`src/rtl/control_sequencer.sv`:
```
// -----------------------------------------------------------------------------
// control_sequencer
//
// Multi-cycle fetch/decode/execute controller for the CPU datapath. It
// fetches 16-bit instruction words through the datapath's memory-address
// register, decodes them, and drives the datapath select codes, the
// immediate and the ALU operation. Memory is accessed with a valid/ready
// handshake.
//
// Optional feature macro: SEQ_ILLEGAL_TRAP_EN
//   defined   : undefined opcodes (5, 7..E) halt the sequencer and raise IllegalOp
//   undefined : undefined opcodes execute as NOP, IllegalOp is tied 0
//
// Ports
//   Clk         in   1   clock
//   Rst         in   1   asynchronous, active-high reset
//   MemData     in  16   memory read data (instruction word during fetch)
//   MemReady    in   1   memory completes the pending read/write this cycle
//   SrcIP .. SrcB out 5  datapath select codes (SELECT_* encodings)
//   Imm         out 16   {4'h0, IR[11:0]}
//   AluOp       out  4   IR[3:0]
//   MemRead     out  1   read request, held until MemReady
//   MemWrite    out  1   write request, held until MemReady
//   Halted      out  1   sequencer is in HALT
//   IllegalOp   out  1   undefined opcode trapped
//
// Handshake: a request (MemRead/MemWrite) is a combinational function of the
// state and stays high while MemReady is low; the transfer completes in the
// first cycle where request and MemReady are both high. MemReady is ignored
// in every other state.
// -----------------------------------------------------------------------------

`ifndef SELECT_NONE
`define SELECT_NONE 5'd0
`endif
`ifndef SELECT_IP
`define SELECT_IP   5'd1
`endif
`ifndef SELECT_INC
`define SELECT_INC  5'd2
`endif
`ifndef SELECT_DEC
`define SELECT_DEC  5'd3
`endif
`ifndef SELECT_SP
`define SELECT_SP   5'd4
`endif
`ifndef SELECT_IMM
`define SELECT_IMM  5'd5
`endif
`ifndef SELECT_ALU
`define SELECT_ALU  5'd6
`endif
`ifndef SELECT_MEM
`define SELECT_MEM  5'd7
`endif

module control_sequencer (
   input  logic        Clk,
   input  logic        Rst,
   input  logic [15:0] MemData,
   input  logic        MemReady,
   output logic [4:0]  SrcIP,
   output logic [4:0]  SrcMemAddr,
   output logic [4:0]  SrcMemData,
   output logic [4:0]  SrcSP,
   output logic [4:0]  SrcFlags,
   output logic [4:0]  SrcA,
   output logic [4:0]  SrcB,
   output logic [15:0] Imm,
   output logic [3:0]  AluOp,
   output logic        MemRead,
   output logic        MemWrite,
   output logic        Halted,
   output logic        IllegalOp
);

   typedef enum logic [3:0] {
      S_IDLE   = 4'd0,
      S_FETCH  = 4'd1,
      S_FWAIT  = 4'd2,
      S_DECODE = 4'd3,
      S_POPADR = 4'd4,
      S_MRD    = 4'd5,
      S_MWR    = 4'd6,
      S_HALT   = 4'd7
   } state_t;

   localparam logic [3:0] OP_NOP   = 4'h0;
   localparam logic [3:0] OP_LDA   = 4'h1;
   localparam logic [3:0] OP_LDB   = 4'h2;
   localparam logic [3:0] OP_PUSHI = 4'h3;
   localparam logic [3:0] OP_ALU   = 4'h4;
   localparam logic [3:0] OP_POPA  = 4'h6;
   localparam logic [3:0] OP_HALT  = 4'hF;

   state_t      r_state;
   logic [15:0] r_ir;
   logic [3:0]  w_opcode;

`ifdef SEQ_ILLEGAL_TRAP_EN
   logic        r_illegal;
`endif

   assign w_opcode = r_ir[15:12];
   assign Imm      = {4'h0, r_ir[11:0]};
   assign AluOp    = r_ir[3:0];
   assign Halted   = (r_state == S_HALT);

`ifdef SEQ_ILLEGAL_TRAP_EN
   assign IllegalOp = r_illegal;
`else
   assign IllegalOp = 1'b0;
`endif

   // State register and IR. The async reset drops the requests at once
   // because MemRead/MemWrite are decoded from r_state.
   always_ff @(posedge Clk or posedge Rst) begin
      if (Rst) begin
         r_state   <= S_IDLE;
         r_ir      <= 16'h0000;
`ifdef SEQ_ILLEGAL_TRAP_EN
         r_illegal <= 1'b0;
`endif
      end else begin
         case (r_state)
            S_IDLE:  r_state <= S_FETCH;
            S_FETCH: r_state <= S_FWAIT;
            S_FWAIT: begin
               if (MemReady) begin
                  r_ir    <= MemData;
                  r_state <= S_DECODE;
               end
            end
            S_DECODE: begin
               case (w_opcode)
                  OP_NOP:         r_state <= S_FETCH;
                  OP_LDA, OP_LDB: r_state <= S_MRD;
                  OP_PUSHI:       r_state <= S_MWR;
                  OP_ALU:         r_state <= S_FETCH;
                  OP_POPA:        r_state <= S_POPADR;
                  OP_HALT:        r_state <= S_HALT;
                  default: begin
`ifdef SEQ_ILLEGAL_TRAP_EN
                     // Set together with the HALT entry so both flags rise in the same cycle.
                     r_illegal <= 1'b1;
                     r_state   <= S_HALT;
`else
                     r_state   <= S_FETCH;
`endif
                  end
               endcase
            end
            S_POPADR: r_state <= S_MRD;
            S_MRD:    if (MemReady) r_state <= S_FETCH;
            S_MWR:    if (MemReady) r_state <= S_FETCH;
            S_HALT:   r_state <= S_HALT;
            default:  r_state <= S_IDLE;
         endcase
      end
   end

   // Select codes and memory requests, decoded from state, IR and MemReady.
   always_comb begin
      SrcIP      = `SELECT_NONE;
      SrcMemAddr = `SELECT_NONE;
      SrcMemData = `SELECT_NONE;
      SrcSP      = `SELECT_NONE;
      SrcFlags   = `SELECT_NONE;
      SrcA       = `SELECT_NONE;
      SrcB       = `SELECT_NONE;
      MemRead    = 1'b0;
      MemWrite   = 1'b0;
      case (r_state)
         S_FETCH: SrcMemAddr = `SELECT_IP;
         S_FWAIT: begin
            MemRead = 1'b1;
            if (MemReady) SrcIP = `SELECT_INC;
         end
         S_DECODE: begin
            case (w_opcode)
               OP_LDA, OP_LDB: SrcMemAddr = `SELECT_SP;
               OP_PUSHI: begin
                  SrcMemData = `SELECT_IMM;
                  SrcMemAddr = `SELECT_SP;
               end
               OP_ALU: begin
                  SrcA     = `SELECT_ALU;
                  SrcFlags = `SELECT_ALU;
               end
               // Pop pre-increments SP; the address is taken in POPADR.
               OP_POPA: SrcSP = `SELECT_INC;
               default: ;
            endcase
         end
         S_POPADR: SrcMemAddr = `SELECT_SP;
         S_MRD: begin
            MemRead = 1'b1;
            if (MemReady) begin
               if (w_opcode == OP_LDB) SrcB = `SELECT_MEM;
               else                    SrcA = `SELECT_MEM;
            end
         end
         S_MWR: begin
            // Push writes first, then post-decrements SP.
            MemWrite = 1'b1;
            if (MemReady) SrcSP = `SELECT_DEC;
         end
         default: ;
      endcase
   end

endmodule

```
`config.mk`:
```
export PLATFORM = sky130hd
export DESIGN_NAME = control_sequencer
export DESIGN_NICKNAME = d
export VERILOG_FILES = /design/src/rtl/control_sequencer.sv
export SDC_FILE = /design/constraint.sdc
export NUM_CORES = 1
export LEC_CHECK = 0
export ABC_AREA = 0
export BUFFER_PORTS_ARGS = -buffer_cell sky130_fd_sc_hd__buf_2
export CAP_MARGIN = 5
export CORE_ASPECT_RATIO = 0.5
export CORE_MARGIN = 4
export CORE_UTILIZATION = 39
export DETAILED_ROUTE_END_ITERATION = 16
export PLACE_DENSITY = 0.75
export SLEW_MARGIN = 20
export SYNTH_ARGS = -nofsm -noshare
export SYNTH_HDL_FRONTEND = slang
export SYNTH_SLANG_ARGS = --single-unit
```
`constraint.sdc`:
```
create_clock -name Clk -period 1.45 [get_ports Clk]
set_input_delay 0.145 -clock Clk [delete_from_list [all_inputs] [get_ports Clk]]
set_output_delay 0.145 -clock Clk [all_outputs]
set_load 0.02 [all_outputs]
```
==> run_results.csv <==
group,metric,value,unit
sta,worstMarginPinSlew,0.7122,ns
setup_path,crit_type,"reg -> out",
routing,post_drt_wl_per_cell,15.51,um
power_and_ir_drop,power_density,2245,mW/mm^2
synthesis,syn_inst,134,
floorplan,num_rows,14,
grt,antenna_found_initial,0,
layout,final_cell_mix,"36 x buf_2, 25 x conb_1, 21 x buf_4",
grt,grt_pass1_vias,1061,
synthesis,netlist_area,0.001355,sq mm
routing,drt.antenna.violating_nets,0,
status,failed_checks,"hold timing, setup timing",
power_and_ir_drop,peakVddDrop,0.9686,mV
synthesis,yosys.area.top_type,"dfrtp_1",
clocking,cts_htree_levels,1,
power_and_ir_drop,total_leakage_power,0.9592,nW
clocking,clock_path_buffers,2,
sta,fin_crit_sh,117.3,%
min_path,hold_path.class,"in -> async",
clocking,root_buffer,"clkbuf_8",
clocking,clk_latency,0.25,ns
routing,vias_per_cell,4.727,
sta,final.setup.worst_slack,-0.2505,ns
layout,layout_commonest_cell,"buf_2",
floorplan,start_util,42.98,%
clocking,clkSinkCount,19,
placement,place_congestion,0.8617,
setup_path,cp.required,1.31,ns
sta,slew_headroom,52.47,%
synthesis,synth.avg_cell_area,10.11,sq um
floorplan,fp.dieW,91.36,um
placement,dp_hpwl,1975,um
floorplan,core,0.003153,sq mm
sta,slew_viol_final,0,
synthesis,synthTopCellsByArea,"dfrtp_1 35%, buf_4 26%, mux2_4 10%",
layout,design_area,0.001886,sq mm
layout,nets,207,
routing,wirelength,3520,um
clocking,cts_tree,"done",
sta,hold_slack,-0.004616,ns
sta,hold_viol_final,10,
clocking,cts.clk_slew.worst_paths,0.07,ns
power_and_ir_drop,finalPower,4.232,mW
layout,drive_gt1_share,63.64,%
floorplan,dieArea,0.004539,sq mm
routing,drt-initial-drc-count,48,
routing,route.detailed.drc,0,
floorplan,die_h,49.68,um
setup_path,setup.worst_path.start,"r_state[2]",
sta,rsz0062_at_grt,"true",
layout,syn_to_final_growth,39.15,%
grt,grt_max_degree,20,
synthesis,yosysWarnings,0,
routing,firstDrtPassIters,4,
sta,final.min_clock_period,1.700,ns
synthesis,ys_ff_latch,19,
sta,fin_skew,0.008412,ns
synthesis,synth_top_area_share,35.09,%
placement,placed_cell_area,0.001501,sq mm
layout,antenna_cells,0,
job,maxCapViolations,0,
grt,globalRouteOverflowTotal,0,
sta,setup_violations,36,
status,status,"finished, violations left",
placement,numPortBuffers,52,
routing,vias,1073,
grt,grt_pass1_wl,4933,um
setup_path,startpoint_type,"register",
setup_path,endpoint_kind,"primary output",
clocking,numCtsBuffers,3,
sta,max_freq,588.1,MHz
synthesis,ys_seq_area_share,35.09,%
grt,grt.total_usage,13.54,%
setup_path,worst-path-max-fanout,2,
setup_path,crit_arrival,1.56,ns
setup_path,r2r_start,"r_state[0]",
synthesis,synth_cell_types,30,
floorplan,pin_count,78,
## registers in the layout, summed over array words and instances (netlist names)
name and count:
r_state 3, r_ir 16
## critical path, stage by stage, from the launching register on
cell	delay (ns)
dfrtp_1	0.39
and3b_2	0.28
nand3b_1	0.15
buf_6	0.17
o22ai_1	0.13
buf_4	0.18
## kinds of logic (layout without fill, tap and decap cells)
group                     after synthesis  after routing  synth area share [%]
other                                   1             25                0.2767
and+or+nand+nor                        29             29                 12.47
xor gates and xnor gates                2              2                 1.293
DFF                                    19             19                 35.09
muxes                                  16             16                 15.79
AOI/OAI and AO/OA                      11             11                 5.356
buffers and inverters                  56             85                 29.73
## per-stage QoR
stage          utilization (%)  hold slack, ns  worst slack (ns)  setup TNS [ns]  std cells
2_1_floorplan                -         0.09613          -0.09315         -0.8365        158
3_3_place_gp             47.62          0.2859          -0.02969        -0.07617        206
3_5_place_dp             47.62          0.3092          -0.07727         -0.2787        206
4_1_cts                  56.79         0.02738           -0.1716          -2.112        225
5_1_grt                  59.80         0.07901           -0.3365          -8.029        227
6_report                 59.80       -0.004616           -0.2505          -5.689        227
## layer usage
metal	vias up	share of wire (%)	track usage (%)
met2	60	54	25.70
met5	-	0	0
li1	480	-	-
met4	0	2.4	5.750
met1	525	36	14.55
met3	8	7.5	3.191
## worst paths after layout
path,slack (ns),cells past startpoint,end
worst max-delay path,-0.25,5,SrcSP[1]
worst min-delay path,-0.005,2,r_ir[12]
worst max register to register,-0.22,6,r_ir[11]
worst min register to register,0.51,1,r_ir[4]
max in group asynchronous,0.95,2,r_ir[14]
min in group Clk,0.11,2,r_ir[5]
## cell type report
class	instances	area, sq um
sequential	19	478.0
tap	40	50.05
multi-input combinational	83	706.9
clock buffer	4	45.04
fill	233	1267
inverter	3	11.26
timing repair buffer	78	594.3
## power by group
group          total (mW)  internal, mW  switching [mW]  leakage (nW)
Combinational        2.83          1.36            1.47         0.711
Sequential           1.04         0.804           0.235         0.226
Clock               0.362         0.195           0.166        0.0228
## Yosys cell counts (all sizes together)
cell	instances
nand3b	1
xnor2	1
nand2b	2
mux2	16
clkbuf	5
a221oi	1
dfrtp	19
buf	48
xor2	1
o311ai	1
inv	3
or2b	1
nor4	1
o21ai	5
nor3	3
nand3	3
a41oi	1
nor2	8
and3b	1
conb	1
nand2	5
o32ai	1
and4b	1
nor2b	2
o22ai	2
and3	1
## timing repair
item,CTS,global route
hold buffers,0,0
hold endpoints to repair,0,0
buffers inserted,16,2
gates cloned,0,0
gates resized for setup,45,22
pin swaps,6,3
endpoints found under the setup margin,16,35
Power figures use the tool's default switching activity.
